`src/rtl/rover_bus_arbiter_if.sv`:
```
`default_nettype none
// ============================================================================
// Module      : rover_bus_arbiter_if
// Description : Bundles the requester-side and slave-side signals of the
//               rover register-bus arbiter. The master modport is the
//               arbiter's view; the slave modport is the environment's view
//               (requesters plus the shared register slave).
// Revision    : 1.0 - initial release
// ============================================================================
interface rover_bus_arbiter_if #(
    parameter int NUM_REQ = 4
) ();

    // Requester side
    logic [NUM_REQ-1:0]      req_i;
    logic [NUM_REQ-1:0]      req_we_i;
    logic [NUM_REQ*8-1:0]    req_addr_i;
    logic [NUM_REQ*32-1:0]   req_wdata_i;
    logic [NUM_REQ-1:0]      gnt_o;
    logic [NUM_REQ-1:0]      done_o;
    logic                    err_o;
    logic [31:0]             rdata_o;

    // Shared slave side
    logic                    s_valid_o;
    logic                    s_we_o;
    logic [7:0]              s_addr_o;
    logic [31:0]             s_wdata_o;
    logic                    s_ready_i;
    logic                    s_ack_i;
    logic [31:0]             s_rdata_i;

    modport master (
        input  req_i, req_we_i, req_addr_i, req_wdata_i,
        input  s_ready_i, s_ack_i, s_rdata_i,
        output gnt_o, done_o, err_o, rdata_o,
        output s_valid_o, s_we_o, s_addr_o, s_wdata_o
    );

    modport slave (
        output req_i, req_we_i, req_addr_i, req_wdata_i,
        output s_ready_i, s_ack_i, s_rdata_i,
        input  gnt_o, done_o, err_o, rdata_o,
        input  s_valid_o, s_we_o, s_addr_o, s_wdata_o
    );

endinterface
`default_nettype wire

```
`src/rtl/rover_bus_arbiter.sv`:
```
`default_nettype none
// ============================================================================
// Module      : rover_bus_arbiter
// Description : Round-robin arbiter granting NUM_REQ requesters access to a
//               single register slave. Four-state FSM IDLE/ISSUE/WAIT/DONE.
//               Optional slave-response watchdog enabled by defining the
//               macro ARB_TIMEOUT_EN (default build: no watchdog, err_o = 0).
// Revision    : 1.0 - initial release
// ============================================================================
module rover_bus_arbiter #(
    parameter int NUM_REQ        = 4,
    parameter int TIMEOUT_CYCLES = 1024
) (
    input  wire                  clk,
    input  wire                  rst_n,
    rover_bus_arbiter_if.master  bus
);

    localparam int c_IDX_W = (NUM_REQ > 1) ? $clog2(NUM_REQ) : 1;
    localparam int c_SUM_W = c_IDX_W + 1;

    localparam logic [1:0] c_S_IDLE  = 2'd0;
    localparam logic [1:0] c_S_ISSUE = 2'd1;
    localparam logic [1:0] c_S_WAIT  = 2'd2;
    localparam logic [1:0] c_S_DONE  = 2'd3;

    localparam logic [c_IDX_W-1:0] c_LAST_RST     = c_IDX_W'(NUM_REQ - 1);
    localparam logic [c_SUM_W-1:0] c_NUM          = c_SUM_W'(NUM_REQ);
    localparam logic [c_SUM_W-1:0] c_ONE          = c_SUM_W'(1);
    localparam logic [31:0]        c_TIMEOUT_DATA = 32'hDEAD_BEEF;

    // Elaboration-time range checks on the configuration
    if (NUM_REQ < 2 || NUM_REQ > 8) begin : g_bad_num_req
        $error("rover_bus_arbiter: NUM_REQ must be in 2..8");
    end
    if (TIMEOUT_CYCLES < 2 || TIMEOUT_CYCLES > 65535) begin : g_bad_timeout
        $error("rover_bus_arbiter: TIMEOUT_CYCLES must be in 2..65535");
    end

    logic [1:0]             r_state;
    logic [1:0]             w_next_state;
    logic [c_IDX_W-1:0]     r_winner;
    logic [c_IDX_W-1:0]     r_last_winner;
    logic [c_IDX_W-1:0]     w_winner;
    logic                   r_we;
    logic [7:0]             r_addr;
    logic [31:0]            r_wdata;
    logic [31:0]            r_rdata;
    logic                   r_err;

    logic                   w_any_req;
    logic [2*NUM_REQ-1:0]   w_req_shift;
    logic [NUM_REQ-1:0]     w_req_rot;
    logic [c_SUM_W-1:0]     w_offset;
    logic [c_SUM_W-1:0]     w_sum;
    logic                   w_sel_we;
    logic [7:0]             w_sel_addr;
    logic [31:0]            w_sel_wdata;
    logic                   w_timeout;
    logic                   w_ack_done;

    // Round-robin pick: rotate requests so last_winner+1 sits at bit 0,
    // take the lowest set bit, then rotate the index back.
    always_comb begin
        w_any_req   = |bus.req_i;
        w_req_shift = {bus.req_i, bus.req_i} >> ({1'b0, r_last_winner} + c_ONE);
        w_req_rot   = w_req_shift[NUM_REQ-1:0];
        w_offset    = '0;
        for (int i = NUM_REQ - 1; i >= 0; i--) begin
            if (w_req_rot[i]) begin
                w_offset = c_SUM_W'(i);
            end
        end
        w_sum = {1'b0, r_last_winner} + c_ONE + w_offset;
        if (w_sum >= c_NUM) begin
            w_sum = w_sum - c_NUM;
        end
        w_winner = w_sum[c_IDX_W-1:0];

        w_sel_we    = 1'b0;
        w_sel_addr  = '0;
        w_sel_wdata = '0;
        for (int i = 0; i < NUM_REQ; i++) begin
            if (w_winner == c_IDX_W'(i)) begin
                w_sel_we    = bus.req_we_i[i];
                w_sel_addr  = bus.req_addr_i[8*i +: 8];
                w_sel_wdata = bus.req_wdata_i[32*i +: 32];
            end
        end
    end

`ifdef ARB_TIMEOUT_EN
    localparam logic [15:0] c_TIMEOUT_LIMIT = 16'(TIMEOUT_CYCLES - 1);

    logic [15:0] r_timeout_cnt;

    // Watchdog: held at zero in IDLE so it starts from 0 on ISSUE entry,
    // counts every ISSUE/WAIT cycle.
    always_ff @(posedge clk or negedge rst_n) begin
        if (!rst_n) begin
            r_timeout_cnt <= '0;
        end else if (r_state == c_S_IDLE) begin
            r_timeout_cnt <= '0;
        end else if (r_state == c_S_ISSUE || r_state == c_S_WAIT) begin
            r_timeout_cnt <= r_timeout_cnt + 16'd1;
        end
    end

    assign w_timeout = (r_state == c_S_ISSUE || r_state == c_S_WAIT) &&
                       (r_timeout_cnt == c_TIMEOUT_LIMIT);
`else
    assign w_timeout = 1'b0;
`endif

    // An acknowledge in WAIT beats a coincident timeout
    assign w_ack_done = (r_state == c_S_WAIT) && bus.s_ack_i;

    // State register
    always_ff @(posedge clk or negedge rst_n) begin
        if (!rst_n) begin
            r_state <= c_S_IDLE;
        end else begin
            r_state <= w_next_state;
        end
    end

    // Next-state logic
    always_comb begin
        w_next_state = r_state;
        case (r_state)
            c_S_IDLE: begin
                if (w_any_req) begin
                    w_next_state = c_S_ISSUE;
                end
            end
            c_S_ISSUE: begin
                if (w_timeout) begin
                    w_next_state = c_S_DONE;
                end else if (bus.s_ready_i) begin
                    w_next_state = c_S_WAIT;
                end
            end
            c_S_WAIT: begin
                if (bus.s_ack_i || w_timeout) begin
                    w_next_state = c_S_DONE;
                end
            end
            default: begin
                w_next_state = c_S_IDLE;
            end
        endcase
    end

    // Command latch and round-robin pointer
    always_ff @(posedge clk or negedge rst_n) begin
        if (!rst_n) begin
            r_winner      <= '0;
            r_last_winner <= c_LAST_RST;
            r_we          <= 1'b0;
            r_addr        <= '0;
            r_wdata       <= '0;
        end else begin
            if (r_state == c_S_IDLE && w_any_req) begin
                r_winner <= w_winner;
                r_we     <= w_sel_we;
                r_addr   <= w_sel_addr;
                r_wdata  <= w_sel_wdata;
            end
            if (r_state == c_S_DONE) begin
                r_last_winner <= r_winner;
            end
        end
    end

    // Completion status: read data capture and timeout flag for DONE
    always_ff @(posedge clk or negedge rst_n) begin
        if (!rst_n) begin
            r_rdata <= '0;
            r_err   <= 1'b0;
        end else begin
            r_err <= 1'b0;
            if (w_timeout && !w_ack_done) begin
                r_err   <= 1'b1;
                r_rdata <= c_TIMEOUT_DATA;
            end else if (w_ack_done && !r_we) begin
                r_rdata <= bus.s_rdata_i;
            end
        end
    end

    // Outputs decoded from state and latched command
    always_comb begin
        bus.gnt_o  = '0;
        bus.done_o = '0;
        for (int i = 0; i < NUM_REQ; i++) begin
            if (r_winner == c_IDX_W'(i)) begin
                bus.gnt_o[i]  = (r_state != c_S_IDLE);
                bus.done_o[i] = (r_state == c_S_DONE);
            end
        end
        bus.err_o     = (r_state == c_S_DONE) && r_err;
        bus.rdata_o   = r_rdata;
        bus.s_valid_o = (r_state == c_S_ISSUE);
        bus.s_we_o    = r_we;
        bus.s_addr_o  = r_addr;
        bus.s_wdata_o = r_wdata;
    end

endmodule
`default_nettype wire

```
`src/flat_wrapper.sv`:
```
// flat-port wrapper written by rule: the top's interface ports become plain ports
module rover_bus_arbiter_flat 
#(
    parameter int NUM_REQ        = 4,
    parameter int TIMEOUT_CYCLES = 1024
)
  (clk, rst_n, bus_req_i, bus_req_we_i, bus_req_addr_i, bus_req_wdata_i, bus_s_ready_i, bus_s_ack_i, bus_s_rdata_i, bus_gnt_o, bus_done_o, bus_err_o, bus_rdata_o, bus_s_valid_o, bus_s_we_o, bus_s_addr_o, bus_s_wdata_o);
  rover_bus_arbiter_if #(.NUM_REQ(NUM_REQ)) bus_i ();
  input  wire clk;
  input  wire rst_n;
  input wire logic [$bits(bus_i.req_i)-1:0] bus_req_i;
  input wire logic [$bits(bus_i.req_we_i)-1:0] bus_req_we_i;
  input wire logic [$bits(bus_i.req_addr_i)-1:0] bus_req_addr_i;
  input wire logic [$bits(bus_i.req_wdata_i)-1:0] bus_req_wdata_i;
  input wire logic [$bits(bus_i.s_ready_i)-1:0] bus_s_ready_i;
  input wire logic [$bits(bus_i.s_ack_i)-1:0] bus_s_ack_i;
  input wire logic [$bits(bus_i.s_rdata_i)-1:0] bus_s_rdata_i;
  output wire logic [$bits(bus_i.gnt_o)-1:0] bus_gnt_o;
  output wire logic [$bits(bus_i.done_o)-1:0] bus_done_o;
  output wire logic [$bits(bus_i.err_o)-1:0] bus_err_o;
  output wire logic [$bits(bus_i.rdata_o)-1:0] bus_rdata_o;
  output wire logic [$bits(bus_i.s_valid_o)-1:0] bus_s_valid_o;
  output wire logic [$bits(bus_i.s_we_o)-1:0] bus_s_we_o;
  output wire logic [$bits(bus_i.s_addr_o)-1:0] bus_s_addr_o;
  output wire logic [$bits(bus_i.s_wdata_o)-1:0] bus_s_wdata_o;
  assign bus_i.req_i = bus_req_i;
  assign bus_i.req_we_i = bus_req_we_i;
  assign bus_i.req_addr_i = bus_req_addr_i;
  assign bus_i.req_wdata_i = bus_req_wdata_i;
  assign bus_i.s_ready_i = bus_s_ready_i;
  assign bus_i.s_ack_i = bus_s_ack_i;
  assign bus_i.s_rdata_i = bus_s_rdata_i;
  assign bus_gnt_o = bus_i.gnt_o;
  assign bus_done_o = bus_i.done_o;
  assign bus_err_o = bus_i.err_o;
  assign bus_rdata_o = bus_i.rdata_o;
  assign bus_s_valid_o = bus_i.s_valid_o;
  assign bus_s_we_o = bus_i.s_we_o;
  assign bus_s_addr_o = bus_i.s_addr_o;
  assign bus_s_wdata_o = bus_i.s_wdata_o;
  rover_bus_arbiter #(.NUM_REQ(NUM_REQ), .TIMEOUT_CYCLES(TIMEOUT_CYCLES)) u_core (.clk(clk), .rst_n(rst_n), .bus(bus_i));
endmodule
```
`config.mk`:
```
export PLATFORM = sky130hd
export DESIGN_NAME = rover_bus_arbiter_flat
export DESIGN_NICKNAME = d
export VERILOG_FILES = /design/src/rtl/rover_bus_arbiter_if.sv /design/src/rtl/rover_bus_arbiter.sv /design/src/flat_wrapper.sv
export SDC_FILE = /design/constraint.sdc
export NUM_CORES = 1
export LEC_CHECK = 0
export ABC_AREA = 1
export CAP_MARGIN = 20
export CORE_MARGIN = 2
export CORE_UTILIZATION = 40
export DETAILED_ROUTE_END_ITERATION = 12
export PLACE_DENSITY = 0.86
export SYNTH_ARGS = -nofsm -noshare
export SYNTH_HDL_FRONTEND = slang
export SYNTH_SLANG_ARGS = --single-unit
```
`constraint.sdc`:
```
create_clock -name clk -period 7.3 [get_ports clk]
set_input_delay 0.73 -clock clk [delete_from_list [all_inputs] [get_ports clk]]
set_output_delay 0.73 -clock clk [all_outputs]
set_load 0.02 [all_outputs]
```
Word level (Yosys, flattened, before mapping)
Cells that the tools add are included.
{ "classes": {"add_sub_neg": 3, "n_lt_le_gt_ge": 1, "eq_ne": 12, "shift": 1, "n_mux": 29, "reduce_logical": 10} }
{ "op_table": {"columns": ["operator", "count"], "rows": [
  ["$mux 32", 4],
  ["$mux 8", 4],
  ["$eq 2x2->1 const B", 6],
  ["$mux 1", 12],
  ["$mux 2", 5],
  ["$mux 3", 3],
  ["$shr 8x3->4", 1],
  ["$eq 2x1->1 const B", 3],
  ["$logic_not 2->1", 3],
  ["$pmux 2 s3", 1],
  ["$ne 2x2->1 const B", 2],
  ["$reduce_or 4->1", 1],
  ["$add 2x1->3 const B", 1],
  ["$add 3x3->3", 1],
  ["$ge 3x3->1 const B", 1],
  ["$logic_and 1x1->1", 3],
  ["$reduce_and 3->1", 1],
  ["$ne 2x1->1 const B", 1],
  ["$reduce_bool 2->1", 1],
  ["$sub 2x1->2 const B", 1],
  ["$logic_not 1->1", 1]
]} }
{ "word_totals": {"reg_bits": 79, "out_inout_bits": 83, "word_cells": 63} }

Longest topological paths before layout
Gate-level depths: netlist of the first run.
{ "depth": {"ltp_word": 14, "ltp_mapped": 19} }

Least setup slack after synthesis of the first run
OpenSTA, ideal clock, no wires.
{ "synth_path": {"path_type": "input to register", "start": "in bus_req_i[2]", "end": "reg u_core.r_addr[4], in the netlist u_core.bus.s_addr_o[4]", "setup_ns": 0.066, "arrival_ns": 2.397, "required_ns": 7.234, "setup_slack_ns": 4.837, "cell_stages": 13, "path_buffers": 2, "path_cell_list": "nand2_1 nand3_1 nand2_1 nand3_1 nand2_1 nand2_1 ha_1 clkbuf_1 clkbuf_1 nand3_1 nand3_1 nand2_1 nand2_1"} }
{ "synth_between": {"elab_chain_len": 13} }
{ "synth_lines": {"columns": ["item", "line_no", "source"], "rows": [
  ["from (decl)", "flat_wrapper.sv:11", "input wire logic [$bits(bus_i.req_i)-1:0] bus_req_i;"],
  ["$shr 8x3->4", "rover_bus_arbiter.sv:66", "w_req_shift = {bus.req_i, bus.req_i} >> ({1'b0, r_last_winner} + c_ONE);"],
  ["$mux 2", "rover_bus_arbiter.sv:70", "if (w_req_rot[i]) begin"],
  ["$mux 3 (3 in a row)", "rover_bus_arbiter.sv:70", null],
  ["$add 3x3->3", "rover_bus_arbiter.sv:74", "w_sum = {1'b0, r_last_winner} + c_ONE + w_offset;"],
  ["$ge 3x3->1 / $sub 2x1->2 (equally long branches)", "rover_bus_arbiter.sv:75, rover_bus_arbiter.sv:76", null],
  ["$mux 2", "rover_bus_arbiter.sv:75", "if (w_sum >= c_NUM) begin"],
  ["$logic_not 2->1", "rover_bus_arbiter.sv:84", "if (w_winner == c_IDX_W'(i)) begin"],
  ["$mux 8 (4 in a row)", "rover_bus_arbiter.sv:84", null],
  ["to (signal assigned)", "rover_bus_arbiter.sv:166", "r_addr <= w_sel_addr;"],
  ["to (decl)", "rover_bus_arbiter.sv:46", "logic [7:0] r_addr;"]
]} }
Several ways; a longest one is shown, not always the timed one.
A chain may end at the register's enable or synchronous reset.

Worst setup path after layout of the first run
{ "layout_path": {"start": "in bus_req_i[2]", "end": "reg u_core.r_addr[7], in the netlist u_core.bus.s_addr_o[7]"} }
Same word-level chain as after synthesis.

==> results of run 1 <==
## final cells by class
cell class                      count  area [um^2]
Timing Repair Buffer              290         2910
Clock inverter                      7         62.6
Clock buffer                        9          225
Sequential cell                    79         1980
Multi-Input combinational cell    442         2310
Inverter                           63          239
Tap cell                          143          179
Fill cell                         949         3560
## sequential cells by signal, indices dropped and copies added (netlist names)
| name | cells |
|---|---|
| u_core.r_winner | 2 |
| u_core.bus.rdata_o | 32 |
| u_core.r_last_winner | 2 |
| u_core.bus.s_wdata_o | 32 |
| u_core.bus.s_addr_o | 8 |
| u_core.r_state | 2 |
| u_core.bus.s_we_o | 1 |
## layer usage
| layer | vias to the layer above | global-route usage | share of wire | routed length [um] |
|---|---|---|---|---|
| met3 | 33 | 0.0556 | 0.084 | 1380 |
| met5 | - | 0 | 0 | 0 |
| li1 | 2545 | - | - | - |
| met2 | 280 | 0.459 | 0.51 | 8470 |
| met4 | 0 | 0.107 | 0.030 | 500 |
| met1 | 2418 | 0.286 | 0.37 | 6170 |
## logic make-up after synthesis
logic type,count (synthesis),synth area share
AND/OR/NAND/NOR,328,0.312
multiplexers,32,0.0764
adder cells (fa/ha/maj),6,0.0159
buffers and inverters,100,0.0928
flip-flops,79,0.419
XOR/XNOR,1,0.00345
other,1,0.000795
AO/OA/AOI/OAI,74,0.0798
## power by group
part	total (mW)	switching (mW)	internal [mW]	leakage (nW)
combinational	2.93	1.81	1.12	2.61
clock	0.434	0.197	0.238	0.139
sequential	0.814	0.141	0.673	0.955
## through the flow
step | setup WS, ps | utilization | hold slack [ps]
6_report | 3770 | 0.689 | 212
3_5_place_dp | 3470 | 0.662 | 465
3_3_place_gp | 3530 | 0.662 | 462
2_1_floorplan | 4840 | - | 434
4_1_cts | 3770 | 0.687 | 482
5_1_grt | 3410 | 0.689 | 206
## Yosys cell counts, drive strengths merged (2+ instances only)
library cell | n | area, um^2
nand2 | 203 | 782
nand3 | 97 | 503
inv | 62 | 235
mux2 | 32 | 360
nor3 | 4 | 20.0
dfrtp | 77 | 1930
o21ai | 71 | 355
ha | 6 | 75.1
dfstp | 2 | 52.6
or2 | 2 | 12.5
nand3b | 3 | 22.5
clkbuf | 16 | 60.1
nand4 | 8 | 50.1
buf | 21 | 139
nor2 | 9 | 66.3
## final timing paths
kind	cells past startpoint	slack (ps)	to	startpoint
setup reg to reg	18	4010	u_core.bus.s_addr_o[7]	u_core.r_last_winner[0]
hold / removal	1	210	u_core.bus.rdata_o[21]	rst_n
min in group clk	2	480	u_core.bus.s_addr_o[4]	u_core.bus.s_addr_o[4]
hold reg to reg	2	480	u_core.bus.s_addr_o[4]	u_core.bus.s_addr_o[4]
setup / recovery	18	3770	u_core.bus.s_addr_o[7]	bus_req_i[2]
max in group asynchronous	2	6500	u_core.r_last_winner[1]	rst_n
==> results.toml, run 1 <==
[synthesis]
ys_ff_latch = 79
async_flop_share = 1.00
seq_area_frac_synth = 0.419
avgSynthCellArea_um2 = 7.60
synthCells = 621
yosysUniqueCellTypes = 34
synth_area_um2 = 4720
synth-main-ff-cell = "dfrtp_1"
yosysWarnings = 0
synth_edf_count = 0
syn-num-nets = 831

[floorplanning]
rows = 39
initial_utilization = 0.412
die_w_um = 113
core_region_area_um2 = 11500
dieArea_um2 = 12700
num_io_pins = 287
dieHeight_um = 113

[setup_path]
path_delay_family = "simple AND/OR/NAND/NOR gates"
critical_path_class = "input port to flip-flop"
worstPathArrival_ps = 3810
critPathLaunchType = "input port"
cpPeakStageDelay_ps = 470
cp-end-kind = "flip-flop"
crit_slowest_cell = "nand2_4"
cp_cell_sequence = "clkdlybuf4s50_1, nand2_1, nand3_1, nand2_1, nand3_1, nand2_1, nand2_1, ha_1, xor2_2, inv_2, nand3_4, nand2_4, inv_4, nor2_8, nand2_1, nand3_1, nand2_1, nand2_1"
cpMostUsedCell = "nand2_1"
crit_buf_inv = 3
critical_path.max_fanout = 49
crit_required_ps = 7570

[timing]
period_needed_ps = 3530
setup_viol = 0
final_hold_viol_count = 0
fin_worst_skew_ps = 4.31
worst_pin_slew_ps = 999
rsz0062_at_grt = "false"
relSlewSlack = 0.333
max_freq_ghz = 0.283
maxSlewViolCount = 0
fin_setup_tns_ps = 0
finalCritPeriodShare = 0.484

[clocking]
clock-sinks = 79
post-cts-setup-buffers = 0
cts_buffer_depth = 2
cts_tree = "done"
cts_htree_levels = 3
cts.clk_slew.worst_paths_ps = 60
clock_latency_ps = 330
cts_resized = 0
postCtsHoldBufs = 0
root_buffer = "clkbuf_16"
cts_buffers = 9

[detailed_routing]
drt_iter0_drc = 346
drc = 0
drt_wl_total_um = 16500
vias = 5276
antenna_left = 0
vias_per_cell = 5.11
dr.pass1.iters = 5
routedWlPerCell_um = 16.0

[run_status]
status = "completed"

[cells_and_area]
areaGrowthSynthToFinish_pct = 67.4
final_cell_mix = "284 x clkdlybuf4s50_1, 199 x nand2_1, 95 x nand3_1, 77 x dfrtp_1, 56 x inv_1"
antenna_cells = 0
final_layout_size_suffix_gt1_frac = 0.0831
final_common_cell = "clkdlybuf4s50_1"
final_nets = 1095
postLayoutCellArea_um2 = 7900
stdcell_count = 1033

[power]
power.density_nw_per_um2 = 529
total_power_mw = 4.18
leakage_nw = 3.70
ir_worst_vdd_mv = 0.488

[place]
place_hpwl_um = 12200
port_buffers = 285
placed_cell_area_um2 = 7590
place.gp.congestion = 0.895
placed_cells = 1016

[global_route]
track_usage = 0.253
grt-ovfl-total = 0
grt_pass1_vias = 5057
grt_max_degree = 80
grt_pass1_wl_um = 25400
antenna_found_initial = 0

[flow_run]
cap_violations = 0

[worst_hold_path]
min_path_type = "input port to asynchronous set/reset pin"
(Power assumes the default switching activity.)
==> inputs of run 2 (changes only) <==
CORE_UTILIZATION = 38   (was 40)
PLACE_DENSITY = 0.82   (was 0.86)
clock period = 3.5 ns   (was 7.3 ns; I/O delays follow)
==> results.toml, run 2 (synthesized netlist as in run 1, its figures left out) <==
[timing]
setup_viol = 0
maxSlewViolCount = 0
max_freq_ghz = 0.340
fin_setup_tns_ps = 0
worst_pin_slew_ps = 650
hold_slack_ps = -3.04
relSlewSlack = 0.564
finalCritPeriodShare = 0.841
rsz0062_at_grt = "false"
fin_worst_skew_ps = 9.26
period_needed_ps = 2940
final_hold_viol_count = 5

[cells_and_area]
final_layout_size_suffix_gt1_frac = 0.0883
fin_util = 0.663
final_cell_mix = "284 x clkdlybuf4s50_1, 199 x nand2_1, 95 x nand3_1, 77 x dfrtp_1, 56 x inv_1"
final_nets = 1100
final_common_cell = "clkdlybuf4s50_1"
postLayoutCellArea_um2 = 7990
areaGrowthSynthToFinish_pct = 69.3
stdcell_count = 1063
antenna_cells = 0

[place]
placed_cells = 1046
place_hpwl_um = 12200
placed_cell_area_um2 = 7680
port_buffers = 285
place.gp.congestion = 0.879

[power]
p_sw_frac = 0.506
switchingPower_mw = 4.47
p_comb_frac = 0.705
ir_worst_vdd_mv = 0.753
leakage_nw = 3.73
p_int_mw = 4.36
power.density_nw_per_um2 = 1110
p_clk_frac = 0.103
seq_power_share = 0.192

[detailed_routing]
vias = 5173
vias_per_cell = 4.87
drc = 0
drt_wl_total_um = 16400
antenna_left = 0
routedWlPerCell_um = 15.5
drt_iter0_drc = 265
dr.pass1.iters = 7

[clocking]
cts_buffer_depth = 2
clock-sinks = 79
clock_latency_ps = 340
cts.clk_slew.worst_paths_ps = 60
post-cts-setup-buffers = 0
cts_tree = "done"
cts_resized = 0
postCtsHoldBufs = 0
root_buffer = "clkbuf_16"
cts_htree_levels = 3
cts_buffers = 9

[global_route]
grt_max_degree = 80
use_met3 = 0.0680
track_usage = 0.243
grt_pass1_wl_um = 24900
grt-ovfl-total = 0
grt_pass1_vias = 4967
met2_usage = 0.432
antenna_found_initial = 0
use_met1 = 0.273
busiest_layer = "met2"

[floorplanning]
dieArea_um2 = 13300
num_io_pins = 287
core_region_area_um2 = 12100
die_w_um = 115
rows = 40
initial_utilization = 0.391
dieHeight_um = 115

[flow_run]
cap_violations = 0

[run_status]
status = "finished with violations"
violations = "negative hold slack"

[worst_hold_path]
min_path_type = "input port to asynchronous set/reset pin"

[setup_path]
worstPathArrival_ps = 3220
cp-end-kind = "flip-flop"
worstRegToRegCells = 18
critPathLaunchType = "flip-flop"
critical_path.max_fanout = 24
critical_path_class = "flip-flop to flip-flop"
crit_required_ps = 3780
[run 2: layout make-up]
cell class | count | area, um^2
clock inverter | 6 | 51.3
fill | 1015 | 4070
clock buffer | 10 | 239
timing repair buffer | 295 | 2960
tap | 168 | 210
inverter | 63 | 239
sequential | 79 | 1980
multi-input combinational | 442 | 2310
[run 2: final timing paths]
check	startpoint	end	slack, ps
setup / recovery	u_core.r_last_winner[0]	u_core.bus.s_wdata_o[15]	560
hold / removal	rst_n	u_core.bus.rdata_o[12]	-3
setup reg to reg	u_core.r_last_winner[0]	u_core.bus.s_wdata_o[15]	560
hold reg to reg	u_core.bus.s_wdata_o[29]	u_core.bus.s_wdata_o[29]	480
max in group asynchronous	rst_n	u_core.bus.rdata_o[27]	2900
min in group clk	u_core.bus.s_wdata_o[29]	u_core.bus.s_wdata_o[29]	480
[run 2: per-stage QoR]
stage          power [mW]  hold slack [ps]  setup WS [ps]
3_5_place_dp         7.98              464            370
2_1_floorplan        5.95             54.4           1180
5_1_grt              9.64             40.2            299
4_1_cts              8.91              232            567
3_3_place_gp         7.84              462            449
6_report             8.83            -3.04            556
[run 2: per-layer routing]
layer	up-vias	part of all wire
li1	2553	-
met5	-	0
met3	38	0.094
met4	0	0.032
met1	2319	0.38
met2	263	0.49
[run 2: worst max-delay path: stages, from the launching register on]
cell and delay [ps]:
dfstp_2 580, inv_2 80, nand2_1 80, nand3_1 70
nand2_1 120, nand3_1 80, nand2_1 60, nand2_1 50
ha_1 210, xor2_2 210, inv_2 70, nand3_4 180
nand2_4 180, inv_4 310, buf_4 280, o21ai_0 120
nand3_1 100, nand2_1 50, nand2_1 50
[run 2: power by group through the flow]
stage,clock network (mW),logic [mW],registers [mW]
after CTS,0.930,6.29,1.70
final,0.913,6.23,1.70
after global routing,0.973,6.92,1.75
after detailed placement,0,6.28,1.71
after global placement,0,6.15,1.69
after floorplan,0,3.77,2.18
==> inputs of run 3 (changes only) <==
clock period = 2.9 ns   (was 3.5 ns; I/O delays follow)
==> results.toml, run 3 (synthesized netlist as in run 1, its figures left out) <==
[run_status]
status = "completed"

[power]
power.density_nw_per_um2 = 1340
ir_worst_vdd_mv = 0.962
leakage_nw = 3.75

[timing]
worst_slack_ps = 309
maxSlewViolCount = 0
fin_setup_tns_ps = 0
fin_worst_skew_ps = 8.94
max_freq_ghz = 0.386
period_needed_ps = 2590
final_hold_viol_count = 0
hold_slack_ps = 337
finalCritPeriodShare = 0.894
rsz0062_at_grt = "false"
setup_viol = 0

[clocking]
postCtsHoldBufs = 0
post-cts-setup-buffers = 0
root_buffer = "clkbuf_16"
cts_buffer_depth = 2
cts_tree = "done"
cts_htree_levels = 3
cts_buffers = 9
clock-sinks = 79
clock_latency_ps = 340
cts.clk_slew.worst_paths_ps = 60
cts_resized = 0

[detailed_routing]
routedWlPerCell_um = 15.2
vias = 5255
drt_wl_total_um = 16200
antenna_left = 0
dr.pass1.iters = 8
drc = 0
vias_per_cell = 4.92
drt_iter0_drc = 278

[worst_hold_path]
min_path_type = "input port to asynchronous set/reset pin"

[cells_and_area]
final_cell_mix = "284 x clkdlybuf4s50_1, 199 x nand2_1, 95 x nand3_1, 77 x dfrtp_1, 56 x inv_1"
areaGrowthSynthToFinish_pct = 70.4
antenna_cells = 0
final_layout_size_suffix_gt1_frac = 0.0922
fillCellCount = 1027
postLayoutCellArea_um2 = 8040
final_common_cell = "clkdlybuf4s50_1"
ff_latch_area_um2 = 1980
final_nets = 1105
multi_input_area_um2 = 2310

[place]
port_buffers = 285
place.gp.congestion = 0.883
placed_cell_area_um2 = 7720
place_hpwl_um = 12200
preCtsSetupSlack_ps = 175

[floorplanning]
rows = 40
num_io_pins = 287
dieHeight_um = 115
dieArea_um2 = 13300
die_w_um = 115
core_region_area_um2 = 12100
initial_utilization = 0.391

[setup_path]
critPathLaunchType = "flip-flop"
worstPathArrival_ps = 2860
critical_path_class = "flip-flop to flip-flop"
critical_path.max_fanout = 33
crit_required_ps = 3170
cp-end-kind = "flip-flop"

[global_route]
grt-ovfl-total = 0
grt_pass1_wl_um = 24600
grt_pass1_vias = 5078
antenna_found_initial = 0
grt_max_degree = 80
track_usage = 0.237

[flow_run]
cap_violations = 0
run 3: cell count changes in the layout (fill, tap and decap cells not counted):
cell,previous run,this run
clkinv_4,3,0
buf_16,0,1
clkinvlp_4,1,3
clkinv_2,0,1
buf_4,8,11
dlygate4sd3_1,0,1
inv_6,2,3
clkbuf_8,1,0
run 3: final cells by class:
cell class | count | area share
inverter | 63 | 0.0297
clock inverter | 7 | 0.00669
sequential | 79 | 0.246
timing repair buffer | 300 | 0.376
multi-input combinational | 442 | 0.287
clock buffer | 9 | 0.0280
tap | 168 | 0.0261
run 3: critical path, stage by stage, from the launching register on:
cell,delay (ps)
dfstp_2,570
inv_2,80
nand2_1,100
nand3_1,70
nand2_1,90
nand3_1,80
nand2_1,60
nand2_1,50
ha_1,200
xor2_2,180
inv_2,80
nand3_4,150
nand2_4,130
buf_4,350
nand3_1,140
nand3_1,110
nand2_1,50
nand2_1,50
run 3: path summary, 6_finish.rpt:
kind	start	to	slack, ps	cells past startpoint
max	u_core.r_last_winner[0]	u_core.bus.s_addr_o[3]	310	17
max reg2reg	u_core.r_last_winner[0]	u_core.bus.s_addr_o[3]	310	17
min in group clk	u_core.bus.s_addr_o[2]	u_core.bus.s_addr_o[2]	480	2
min reg2reg	u_core.bus.s_addr_o[2]	u_core.bus.s_addr_o[2]	480	2
max in group asynchronous	rst_n	u_core.r_last_winner[1]	1970	3
min	rst_n	u_core.bus.s_wdata_o[4]	340	2
run 3: stage by stage:
step            util  instances  total power, mW
3_3_place_gp   0.640       1050             9.61
5_1_grt        0.667       1068             11.7
4_1_cts        0.663       1066             10.9
3_5_place_dp   0.640       1050             9.74
2_1_floorplan      -        621             7.18
6_report       0.667       1068             10.7
run 3: power by group:
group,switching (mW),internal [mW]
combinational,4.51,3.13
clock,0.490,0.588
sequential,0.344,1.69
run 3: metal layers:
metal | up-vias | global-route usage | routed length [um]
li1 | 2564 | - | -
met5 | - | 0 | 0
met1 | 2399 | 0.263 | 6180
met4 | 0 | 0.111 | 518
met3 | 34 | 0.0586 | 1390
met2 | 258 | 0.424 | 8110
